$ cat src/rtl/periferico_uart_tx.sv
`timescale 1ns/1ps
// Memory-mapped 8N1 UART transmitter: byte FIFO written over the CPU bus, serialised on tx.
// Latency: DATO write at edge N, start bit driven after N+1 when idle; bus reads registered (1 cycle).
// Backpressure: none on the bus; a DATO write to a full FIFO (with no pop that cycle) is dropped and sets desborde.
//
// Ports: clk, reset (async active-low), hab_escritura/dir/dat_escritura (bus write),
//        dat_lectura/sel (registered read data and address-hit flag), tx (serial out, idles high).
// Option: define UART_TX_PARIDAD_EN to add an even-parity bit (frame 11*D, ESTADO bit4 = 1).
module periferico_uart_tx #(
  parameter logic [31:0] BASE            = 32'h0000_1000,
  parameter int          PROFUNDIDAD     = 8,
  parameter logic [15:0] DIVISOR_INICIAL = 16'd434
) (
  input  logic        clk,
  input  logic        reset,
  input  logic        hab_escritura,
  input  logic [31:0] dir,
  input  logic [31:0] dat_escritura,
  output logic [31:0] dat_lectura,
  output logic        sel,
  output logic        tx
);

  localparam int AW = $clog2(PROFUNDIDAD);
  localparam int CW = AW + 1;

`ifdef UART_TX_PARIDAD_EN
  typedef enum logic [2:0] {REPOSO, INICIO, DATOS, PARIDAD, PARADA} estado_t;
  localparam logic PARIDAD_HAB = 1'b1;
`else
  typedef enum logic [1:0] {REPOSO, INICIO, DATOS, PARADA} estado_t;
  localparam logic PARIDAD_HAB = 1'b0;
`endif

  estado_t estado_q, estado_d;

  logic [7:0]    mem_q [PROFUNDIDAD];
  logic [AW-1:0] wr_ptr_q, rd_ptr_q;
  logic [CW-1:0] count_q;
  logic          desborde_q;
  logic [15:0]   divisor_q;
  logic [15:0]   periodo_q;
  logic [15:0]   timer_q;
  logic [2:0]    bit_cnt_q;
  logic [7:0]    shift_q;
  logic          paridad_q;
  logic [31:0]   dat_lectura_q, dat_lectura_d;
  logic          sel_q;

  logic acierto, esc, llena, vacia, fin_bit, pop, push, desborde_evt;
  logic [1:0] off;
  logic [31:0] rd_estado;
  logic unused_bits;

  assign unused_bits = ^{dir[1:0], dat_escritura[31:16]};

  assign acierto = (dir[31:4] == BASE[31:4]);
  assign off     = dir[3:2];
  assign esc     = hab_escritura & acierto;
  assign llena   = (count_q == CW'(PROFUNDIDAD));
  assign vacia   = (count_q == '0);
  assign fin_bit = (timer_q == periodo_q - 16'd1);

  // A pop in the same cycle frees a slot, so a write to a full FIFO still lands.
  assign push         = esc && (off == 2'd0) && (!llena || pop);
  assign desborde_evt = esc && (off == 2'd0) && llena && !pop;

  // Next state and pop request
  always_comb begin
    estado_d = estado_q;
    pop      = 1'b0;
    case (estado_q)
      REPOSO: begin
        if (!vacia) begin
          pop      = 1'b1;
          estado_d = INICIO;
        end
      end
      INICIO: if (fin_bit) estado_d = DATOS;
      DATOS: begin
        if (fin_bit && bit_cnt_q == 3'd7) begin
`ifdef UART_TX_PARIDAD_EN
          estado_d = PARIDAD;
`else
          estado_d = PARADA;
`endif
        end
      end
`ifdef UART_TX_PARIDAD_EN
      PARIDAD: if (fin_bit) estado_d = PARADA;
`endif
      PARADA: begin
        if (fin_bit) begin
          if (!vacia) begin
            pop      = 1'b1;
            estado_d = INICIO;
          end else begin
            estado_d = REPOSO;
          end
        end
      end
      default: estado_d = REPOSO;
    endcase
  end

  // Serial output decoded from state; REPOSO during reset keeps tx high asynchronously.
  always_comb begin
    tx = 1'b1;
    case (estado_q)
      INICIO:  tx = 1'b0;
      DATOS:   tx = shift_q[0];
`ifdef UART_TX_PARIDAD_EN
      PARIDAD: tx = paridad_q;
`endif
      default: tx = 1'b1;
    endcase
  end

  always_ff @(posedge clk or negedge reset) begin
    if (!reset) estado_q <= REPOSO;
    else        estado_q <= estado_d;
  end

  // Bit timer, shifter and per-frame latches
  always_ff @(posedge clk or negedge reset) begin
    if (!reset) begin
      periodo_q <= 16'd1;
      timer_q   <= '0;
      bit_cnt_q <= '0;
      shift_q   <= '0;
      paridad_q <= 1'b0;
    end else if (pop) begin
      shift_q   <= mem_q[rd_ptr_q];
      paridad_q <= ^mem_q[rd_ptr_q];
      // Period frozen per frame so mid-frame DIVISOR writes only affect the next one.
      periodo_q <= (divisor_q == 16'd0) ? 16'd1 : divisor_q;
      timer_q   <= '0;
      bit_cnt_q <= '0;
    end else if (estado_q != REPOSO) begin
      if (fin_bit) begin
        timer_q <= '0;
        if (estado_q == DATOS) begin
          shift_q   <= {1'b0, shift_q[7:1]};
          bit_cnt_q <= bit_cnt_q + 3'd1;
        end
      end else begin
        timer_q <= timer_q + 16'd1;
      end
    end
  end

  // FIFO storage has no reset; the pointers and count define validity.
  always_ff @(posedge clk) begin
    if (push) mem_q[wr_ptr_q] <= dat_escritura[7:0];
  end

  always_ff @(posedge clk or negedge reset) begin
    if (!reset) begin
      wr_ptr_q <= '0;
      rd_ptr_q <= '0;
      count_q  <= '0;
    end else begin
      if (push) wr_ptr_q <= wr_ptr_q + AW'(1);
      if (pop)  rd_ptr_q <= rd_ptr_q + AW'(1);
      case ({push, pop})
        2'b10:   count_q <= count_q + CW'(1);
        2'b01:   count_q <= count_q - CW'(1);
        default: count_q <= count_q;
      endcase
    end
  end

  // Control registers
  always_ff @(posedge clk or negedge reset) begin
    if (!reset) begin
      desborde_q <= 1'b0;
      divisor_q  <= DIVISOR_INICIAL;
    end else begin
      if (desborde_evt)
        desborde_q <= 1'b1;
      else if (esc && off == 2'd1 && dat_escritura[3])
        desborde_q <= 1'b0;
      if (esc && off == 2'd2)
        divisor_q <= dat_escritura[15:0];
    end
  end

  // Read path
  always_comb begin
    rd_estado            = '0;
    rd_estado[0]         = llena;
    rd_estado[1]         = vacia;
    rd_estado[2]         = (estado_q != REPOSO);
    rd_estado[3]         = desborde_q;
    rd_estado[4]         = PARIDAD_HAB;
    rd_estado[8 +: CW]   = count_q;
  end

  always_comb begin
    dat_lectura_d = '0;
    if (acierto) begin
      case (off)
        2'd1:    dat_lectura_d = rd_estado;
        2'd2:    dat_lectura_d = {16'd0, divisor_q};
        default: dat_lectura_d = '0;
      endcase
    end
  end

  always_ff @(posedge clk or negedge reset) begin
    if (!reset) begin
      dat_lectura_q <= '0;
      sel_q         <= 1'b0;
    end else begin
      dat_lectura_q <= dat_lectura_d;
      sel_q         <= acierto;
    end
  end

  assign dat_lectura = dat_lectura_q;
  assign sel         = sel_q;

endmodule

$ cat config.mk
export PLATFORM = sky130hd
export DESIGN_NAME = periferico_uart_tx
export DESIGN_NICKNAME = d
export VERILOG_FILES = /design/src/rtl/periferico_uart_tx.sv
export SDC_FILE = /design/constraint.sdc
export NUM_CORES = 1
export LEC_CHECK = 0
export ABC_AREA = 1
export BUFFER_PORTS_ARGS = -buffer_cell sky130_fd_sc_hd__buf_2
export CAP_MARGIN = 0
export CORE_AREA = 2 2 117 119
export DETAILED_ROUTE_END_ITERATION = 8
export DIE_AREA = 0 0 119 121
export GPL_TIMING_DRIVEN = 0
export PLACE_DENSITY_LB_ADDON = 0.05
export SYNTH_ARGS = -nofsm -noshare
export SYNTH_HDL_FRONTEND = slang
export SYNTH_SLANG_ARGS = --single-unit
$ cat constraint.sdc
create_clock -name clk -period 4.6 [get_ports clk]
set_clock_uncertainty 0.2 [all_clocks]
set_input_delay 0.46 -clock clk [delete_from_list [all_inputs] [get_ports clk]]
set_output_delay 0.46 -clock clk [all_outputs]
set_load 0.01 [all_outputs]
==> results.md, run 1 <==
Outcome:
- The run finished with clean final reports.

Place:
- Timing analysis after detailed placement gives a worst setup slack of 0.7643 ns.
- The placed cell count is 1055.
- The placed wire-length estimate is 12890 um.
- The final estimated routing congestion in global placement is 0.8725.
- In this run the tool buffered the top-level ports with 66 buffer cells.

Power and ir drop:
- VDD sags by at most 0.0003446 V.
- Internal power comes to 0.002290 W.
- The analysis attributes to cell leakage a power of 3.892 nW.
- The total power per unit cell area is 337.8 nW/um^2.
- The overall power consumption is 0.002961 W.
- Sequential cells burn 48.3% of the power.
- In this run the power spent charging and discharging nets is 0.0006705 W.
- The share of total power in combinational logic is 3.7%.
- Net switching is 22.65% of the power.
- The clock group share of total power is 48.0%.

Logic synthesis:
- The synthesized area divided by synthesized cell count is 9.432 um^2.
- The netlist uses 48 different library cells.
- For this run, the number of Yosys warnings is 0.
- The mapped netlist covers 7517 um^2.
- The number of storage elements in the synthesis netlist is 153.
- By area the synthesized netlist is led by dfrtp_1 (28%), edfxtp_1 (26%), nand2_1 (9.6%), nand3_1 (3.5%), nor2_1 (3.5%).
- The cell type with the largest total area after synthesis is dfrtp_1.
- For this run, asynchronously set or reset flops after synthesis account for 58.17%.
- The sequential fraction of the synthesis area is 55.29%.
- The synthesized design contains 64 enable-type register cells.
- The cell count after synthesis came out at 797.
- The area fraction of the dominant cell type after synthesis is 27.63%.
- For this run, the leading register cell type out of synthesis is dfrtp_1.

Clocking:
- In this run, CTS created clock tree buffers numbering 17.
- CTS placed an instance of clkbuf_16 at the clock tree root.
- Clock latency on the worst-skew pair, taken at its later pin, is 0.43 ns.
- After clock tree synthesis, the clock-pin slew on the worst setup and hold paths is 0.06 ns.
- The H-tree depth reported by CTS is 4.
- After clock tree synthesis, the setup repair step added 0 buffers.
- The TritonCTS clock tree is built.
- The count of clock tree sinks is 153.
- The buffer levels on the longest clock path is 2.

Timing:
- Counting I/O delays and the setup requirement, the final critical path takes 3.840 ns.
- The total count of max-transition violations in the final report came to 0.
- Once routing completed, OpenROAD measured the worst setup slack at 0.7597 ns.
- The total count of hold-check failures in the final report was 0.
- Of the available clock period, the critical path in the final layout requires 83.49%.
- The fmax is 260.4 MHz.
- Setup violations remaining at the end of the flow were counted as 0.
- The slew at the pin with the worst max-slew slack is 0.8799 ns.
- Setup repair after global routing left no endpoint under its margin.
- Headroom to the max-slew limit came out at 41.12%.
- The final-layout setup total negative slack is 0 ns.

Cells and area:
- In the final layout, the share of cells above drive strength 1 is 18.20%.
- The flip-flop and latch area is 4156 um^2.
- The final standard cell utilization of the core is 66.99%.
- The number of nets in the final layout is 982.
- The number of standard cells in the layout, taps in and fillers out is 1088.
- The number of antenna diodes in the final layout is 0.
- Relative to the synthesized area, the layout overhead comes to 16.61%.
- The footprint of the multi-input gates is 2928 um^2.
- Counting the fill cells in the layout gives 1061.

Global route:
- The largest net degree at the start of global routing is 62.
- Global routing used 26.02% of the available tracks across all layers.
- Summed over all layers, the global routing overflow is 0.
- The via count of the first global-routing pass is 6099.
- The wire length of the first global-routing pass is 28990 um.
- The number of antenna violations at the first check in global routing is 0.

Die:
- The die is 121 um tall.
- The starting density of the core is 57.45%.
- From left edge to right edge, the die measures 119 um.
- The die footprint is 14400 um^2.
- The I/O pin count is 101.
- The core region is 13090 um^2.
- After floorplanning, the core was divided into 42 placement rows.

Worst hold path:
- The class of the most critical hold timing path is in -> reg.

Setup path:
- In this design, the stage delay of the slowest critical-path cell is 0.38 ns.
- In this run the worst setup path begins at periodo_q[0].
- The cell at the slowest stage of the critical path is dfstp_2.
- Counting cells, the worst reg-to-reg path comes to 21.
- The type of element capturing the critical path is a flop.
- The critical path contains buffers and inverters numbering 5 combined.
- Walking the worst path, the cells encountered are inv_1, ha_1, clkbuf_1, nand2_1, nor2_2, nand2_1, nand2_1, nand2_1, nor3_1, nand3_1, nand2_2, nand2_4, clkinv_2, buf_4, ha_1, xor2_1, a32oi_1, inv_1, a21oi_1, o21ai_0, xor2_1.
- The critical path ends at count_q[3].
- The type of origin of the critical path is a flop.
- In this run the worst path has a maximum fanout of 11.
- The arrival time reported for the critical path endpoint is 3.95 ns.
- The start of the worst register-to-register path is periodo_q[0].
- Counting stages on the worst path, the most repeated cell is nand2_1.
- In this run the number of cells on the critical path is 21.
- The capture instance of the worst register-to-register path is count_q[3].
- The cell family contributing the most delay on the critical path is simple AND/OR/NAND/NOR gates.
- Data on the critical path is required at its endpoint by 4.71 ns.
- The reg-to-reg setup timing slack is 0.76 ns.
- The worst setup path is of the reg -> reg kind.

Routing:
- The final layout contains routed wiring with a total length of 17650 um.
- Once detail routing completed, the nets flagged for antenna violations numbered 0.
- Signal routing reaches up to met4.
- The met2 wirelength from detailed routing is 8903 um.
- The number of vias per cell is 5.499.
- For this block, the initial DRC count from the detailed router was 466.
- The routed metal-1 wire length is 7158 um.
- The first-pass detailed-route iteration total is 6.
- The wire length on met3 is 1143 um.
- Dividing the detail-routed wire length by the instance count gives 16.22 um.
- The total DRC errors in the routed layout is 0.
- The total vias in the final route is 5983.

Run:
- The tool flagged a number of max-cap violations equal to 0.
-- layout make-up --
type / instances / share of cell area (%)
sequential: 153 / 47.42
multi-input combinational: 552 / 33.40
clock buffer: 17 / 4.853
timing repair buffer: 68 / 4.225
inverter: 66 / 2.840
buffer: 41 / 2.741
tap: 176 / 2.512
clock inverter: 15 / 2.013
-- stage by stage --
step,area (um^2),hold WS (ns)
floorplan,7574,-0.03559
finish,8766,0.06018
detailed placement,8154,0.2152
global placement,8124,0.2714
global route,8766,0.05514
CTS,8766,0.05334
-- logic make-up after synthesis --
kind of cell | synth area share (%)
mux | 2.680
other cells | 0.04989
simple gates | 21.27
compound gates | 9.088
flops | 55.29
buf+inv | 6.508
fa+ha+maj | 2.663
xor+xnor | 2.447
-- sequential cells by signal, indices dropped and copies added, names as in the netlist --
| signal | flops |
|---|---|
| bit_cnt_q | 3 |
| count_q | 4 |
| dat_lectura | 16 |
| desborde_q | 1 |
| divisor_q | 16 |
| estado_q | 2 |
| mem_q | 64 |
| periodo_q | 16 |
| rd_ptr_q | 3 |
| sel | 1 |
| shift_q | 8 |
| timer_q | 16 |
| wr_ptr_q | 3 |
-- worst min path at each step --
stage                            from             to  slack [ns]  cells past startpoint
finish              dat_escritura[12]  divisor_q[12]        0.06                      2
global route        dat_escritura[12]  divisor_q[12]        0.06                      2
CTS                 dat_escritura[12]  divisor_q[12]        0.05                      2
detailed placement              reset    timer_q[11]        0.22                      1
global placement         bit_cnt_q[0]   bit_cnt_q[0]        0.27                      1
floorplan                       reset   bit_cnt_q[0]       -0.04                      0
-- power by group through the flow --
stage | clock (W) | sequential [W] | combinational [W]
after detailed placement | 0 | 0.00146 | 0.000108
after global placement | 0 | 0.00146 | 0.000100
after CTS | 0.00144 | 0.00143 | 0.000110
after floorplan | 0 | 0.00146 | 0.0000459
after global routing | 0.00151 | 0.00143 | 0.000122
final | 0.00142 | 0.00143 | 0.000109
-- metal layers --
metal / track usage [%] / vias to the layer above
met2: 45.47 / 205
li1: - / 2873
met3: 6.626 / 38
met4: 10.04 / 0
met1: 30.93 / 2867
met5: 0 / -
-- cells in the final DEF (no fill, tap or decap), types with 5 or more instances in the layout --
cell | netlist | routed
a21oi_1 | 40 | 40
a221oi_1 | 12 | 12
buf_2 | 6 | 71
buf_4 | 17 | 18
clkbuf_1 | 12 | 12
clkbuf_16 | 0 | 17
clkinv_1 | 4 | 5
conb_1 | 1 | 16
dfrtp_1 | 83 | 83
dfstp_2 | 6 | 6
edfxtp_1 | 64 | 64
ha_1 | 16 | 16
inv_1 | 61 | 61
inv_8 | 0 | 5
mux2_2 | 17 | 17
nand2_1 | 193 | 193
nand3_1 | 53 | 53
nand4_1 | 19 | 19
nor2_1 | 70 | 70
nor3_1 | 7 | 7
nor4_1 | 6 | 6
o211ai_1 | 7 | 7
o21ai_0 | 36 | 36
xnor2_1 | 10 | 10
xor2_1 | 11 | 11
-- synthesized netlist by cell type, types with 10 or more instances --
| cell | n |
|---|---|
| inv_1 | 61 |
| a21oi_1 | 40 |
| nand4_1 | 19 |
| nand3_1 | 53 |
| dfrtp_1 | 83 |
| nand2_1 | 193 |
| xor2_1 | 11 |
| a221oi_1 | 12 |
| mux2_2 | 17 |
| clkbuf_1 | 12 |
| xnor2_1 | 10 |
| o21ai_0 | 36 |
| ha_1 | 16 |
| buf_4 | 17 |
| nor2_1 | 70 |
| edfxtp_1 | 64 |
-- timing repair --
| action | in CTS | in global routing |
|---|---|---|
| gates resized for setup | 0 | 0 |
| endpoints found under the hold margin | 28 | 0 |
| hold buffers | 1 | 0 |
No activity file was read; power rests on OpenSTA's default activity.
==> inputs of run 2 (changes only) <==
ABC_AREA = 0   (was 1)
CORE_AREA = 2 2 121 123   (was 2 2 117 119)
DIE_AREA = 0 0 123 125   (was 0 0 119 121)
clock period = 3.3 ns   (was 4.6 ns; I/O delays follow)
==> results.md, run 2 <==
Logic synthesis:
- The unique cell type count in the Yosys netlist was 61 (+27%).
- The commonest cells after synthesis are dfrtp_1 (83), edfxtp_1 (64), nand2_1 (41).
- The async set-reset flop share out of synthesis is 58.17% (unchanged).
- The post-synthesis share of cell area spent on and, or, nand and nor gates is 11.73% (-9.5 points).
- The share of the synthesized area in compound gates (AO/OA/AOI/OAI) is 6.229% (-2.9 points).
- The mux contribution to synthesized area came to 13.70% (+11 points).
- After synthesis, the largest family of logic cells by area is multiplexers.
- The count of flip-flops with a built-in enable after synthesis is 64 (unchanged).
- The area share of fa/ha/maj cells after synthesis is 2.792% (+0.13 points).
- The synthesized area divided by synthesized cell count is 13.09 um^2 (+39%).
- Yosys attributes the largest share of cell area to dfrtp_1 (29%), edfxtp_1 (27%), mux2_2 (5.0%), mux4_2 (5.0%), mux2i_1 (3.5%).
- The number of storage elements in the synthesis netlist is 153 (unchanged).
- The area fraction of the dominant cell type after synthesis is 28.97% (+1.3 points).
- The cell count after synthesis is 548 (-31%).
- The commonest register cell after synthesis is dfrtp_1.
- The sequential fraction of the synthesis area is 57.97% (+2.7 points).
- The mapped cell area is 7171 um^2 (-4.6%).
- The total of warnings raised by yosys is 0 (unchanged).
- The xor-xnor portion of the synthesized cell area came to 3.909% (+1.5 points).
- dfrtp_1 takes more of the synthesized area than any other cell.
- The most common cell in the netlist is dfrtp_1.

Timing:
- The final count of negative-setup-slack endpoints is 115 (+115).
- The headroom to the max-slew limit is 37.20% (-3.9 points).
- The tightest hold margin is 0.02130 ns (-0.03888 ns).
- The slew at the pin with the worst max-slew slack is 0.9420 ns (+0.06209 ns).
- The total count of max-transition violations in the final report is 0 (unchanged).
- The final worst-path setup slack is -0.8646 ns (-1.624 ns).
- The final period demand of the worst path came to 4.165 ns (+0.3243 ns).
- The fraction of the cycle the final worst path needs is 126.2% (+43 points).
- The total count of hold-check failures in the final report is 0 (unchanged).
- The fmax is 240.1 MHz (-7.8%).
- Setup repair after global routing could not meet its margin everywhere.

Die:
- The I/O pin count is 101 (unchanged).
- The total number of placement rows was 44 (+4.8%).
- The die span in y was 125 um (+3.3%).
- The core outline area came to 14200 um^2 (+8.5%).
- The die footprint is 15380 um^2 (+6.8%).
- The die extent in x was 123 um (+3.4%).
- The starting density of the core was 50.48% (-7.0 points).

Place:
- The placed wire-length estimate is 10980 um (-15%).
- The number of port buffers is 66 (unchanged).
- The final estimated routing congestion in global placement is 0.8093 (-7.2%).

Routing:
- The number of vias per cell is 5.608 (+2.0%).
- The number of DRC markers after the initial detailed-route iteration was 315 (-32%).
- The average wire per cell in the routed design is 18.69 um (+15%).
- The first-pass detailed-route iteration total was 5 (-1).
- The number of nets with antenna violations after routing is 0 (unchanged).
- The total vias in the final route is 5137 (-14%).
- The aggregate routed wire length is 17120 um (-3.0%).
- The total DRC errors in the routed layout is 0 (unchanged).

Cells and area:
- The final standard cell utilization of the core was 66.70% (-0.29 points).
- The register containing the most flip-flops in the final layout is mem_q.
- Compared with the post-synthesis result, the final layout area differs by 32.12%.
- The antenna diode instance count is 0 (unchanged).
- The flip-flop count of the largest register after layout is 64 (unchanged).
- In the layout the commonest cells are dfrtp_1 (80), buf_2 (65), edfxtp_1 (64), buf_4 (51), nand2_1 (40).
- The fill cell total of the finished layout is 1018 (-4.1%).
- The share of final-layout standard cells stronger than drive strength 1 is 37.57% (+19 points).
- The number of nets in the final layout is 802 (-18%).
- The most common library cell in the layout ignoring fill and taps is dfrtp_1.

Outcome:
- The run finished, with violations left.
- The checks that failed: negative setup slack.

Setup path:
- The required arrival time at the worst endpoint is 3.24 ns (-1.47 ns).
- STA classifies the critical path startpoint as a flop.
- The arrival time reported for the critical path endpoint was 4.10 ns (+0.15 ns).
- The reg-to-reg setup timing slack is -0.86 ns (-1.62 ns).
- The critical path is of the reg -> reg type.
- The largest driver fanout on the critical path is 8 (-3).
- The worst setup path is captured at a flop.

Power and ir drop:
- The leakage component of the power is 4.033 nW (+3.6%).
- The peak supply drop is 0.0003820 V (+11%).
- The total power per unit cell area is 436.6 nW/um^2 (+29%).

Global route:
- The number of antenna violations at the first check in global routing was 0 (unchanged).
- The total congestion overflow after global routing came to 0 (unchanged).
- The wire length of the first global-routing pass is 25990 um (-10%).
- The via count of the first global-routing pass is 4920 (-19%).
- The largest net degree at the start of global routing came to 64 (+3.2%).
- The overall fraction of global-route tracks in use is 22.46% (-3.6 points).

Clocking:
- In this run the clock root is driven by a clkbuf_16.
- The clock-pin slew on the worst setup and hold paths was 0.06 ns (about the same).
- The buffer levels on the longest clock path is 2 (unchanged).
- The count of clock tree sinks is 153 (unchanged).
- The later-pin clock latency in the skew report was 0.42 ns (about the same).
- The clock buffer count from CTS came to 17 (unchanged).
- The TritonCTS clock tree is built.
- The H-tree depth reported by CTS came to 4 (unchanged).

Run:
- The count of maximum capacitance violations is 0 (unchanged).

Worst hold path:
- The tightest min-delay check is of the in -> reg type.
[run 2: changes by cell type after synthesis, moves of 16 or more]
cell / change
nand3_1: -48
nor2_1: -44
inv_1: -49
nand2_1: -152
mux4_2: +16
a21oi_1: -34
and3_1: +23
mux2i_1: +24
[run 2: worst max-delay path, cell delays in order (launching register included)]
cell and delay, ns:
dfrtp_2 0.44, or2_4 0.25, or4_4 0.50, a221o_1 0.33
or4_4 0.44, or4_4 0.50, a311oi_4 0.31, inv_4 0.10
buf_6 0.14, buf_6 0.11, buf_6 0.11, nor4b_4 0.28
buf_12 0.18
[run 2: area by class of cell]
type / count / area (um^2) / area share (%)
Clock inverter: 13 / 141.4 / 1.492
Timing Repair Buffer: 138 / 1097 / 11.58
Sequential cell: 153 / 4160 / 43.91
Clock buffer: 19 / 432.9 / 4.569
Inverter: 13 / 51.30 / 0.5415
Tap cell: 184 / 230.2 / 2.430
Multi-Input combinational cell: 360 / 3090 / 32.62
Buffer: 36 / 270.3 / 2.853
[run 2: final timing paths]
kind                                       start  cells after the start            to
worst max register to register      periodo_q[3]                     12   mem_q[2][4]
worst min-delay path            dat_escritura[2]                      1   mem_q[1][2]
min in group asynchronous                  reset                      2    shift_q[2]
worst max-delay path                periodo_q[3]                     12   mem_q[2][4]
worst min register to register        shift_q[7]                      1    shift_q[7]
max in group asynchronous                  reset                      3  divisor_q[7]
[run 2: routing by layer]
| layer | wire length [um] | vias to the layer above | GRT usage (%) |
|---|---|---|---|
| li1 | - | 2365 | - |
| met5 | 0 | - | 0 |
| met1 | 7694 | 2597 | 31.66 |
| met3 | 771 | 22 | 4.015 |
| met4 | 274 | 0 | 7.420 |
| met2 | 8377 | 153 | 35.49 |
[run 2: logic make-up (layout without fill, tap and decap cells)]
group,after synthesis,in the layout
AOI/OAI and AO/OA,68,68
xor gates and xnor gates,32,32
adders and majority gates,16,16
buffers and inverters,50,219
DFF,153,153
muxes,74,74
other,1,16
and+or+nand+nor,154,154
[run 2: per-stage QoR]
stage	setup TNS, ns	area, um^2	std cells	total power, W	worst slack [ns]
2_1_floorplan	-46.98	7298	563	0.002151	-0.9579
3_3_place_gp	-99.74	7859	813	0.002226	-1.611
3_5_place_dp	-98.06	7894	815	0.002236	-1.502
4_1_cts	-55.63	8994	890	0.004152	-0.8092
5_1_grt	-67.88	9474	916	0.004268	-1.007
6_report	-56.81	9474	916	0.004137	-0.8646
[run 2: timing repair]
action,4_1_cts,5_1_grt
hold buffers,11,0
setup buffers,33,24
cloned,0,3
endpoints found under the hold margin,50,0
pin swaps,4,14
setup endpoints to repair,120,120
gates resized for setup,28,82
[run 2: where the power goes]
part           total (W)  internal [W]  switching [W]
Sequential       0.00204       0.00202      0.0000198
Combinational   0.000174     0.0000821      0.0000920
Clock            0.00192       0.00112       0.000801
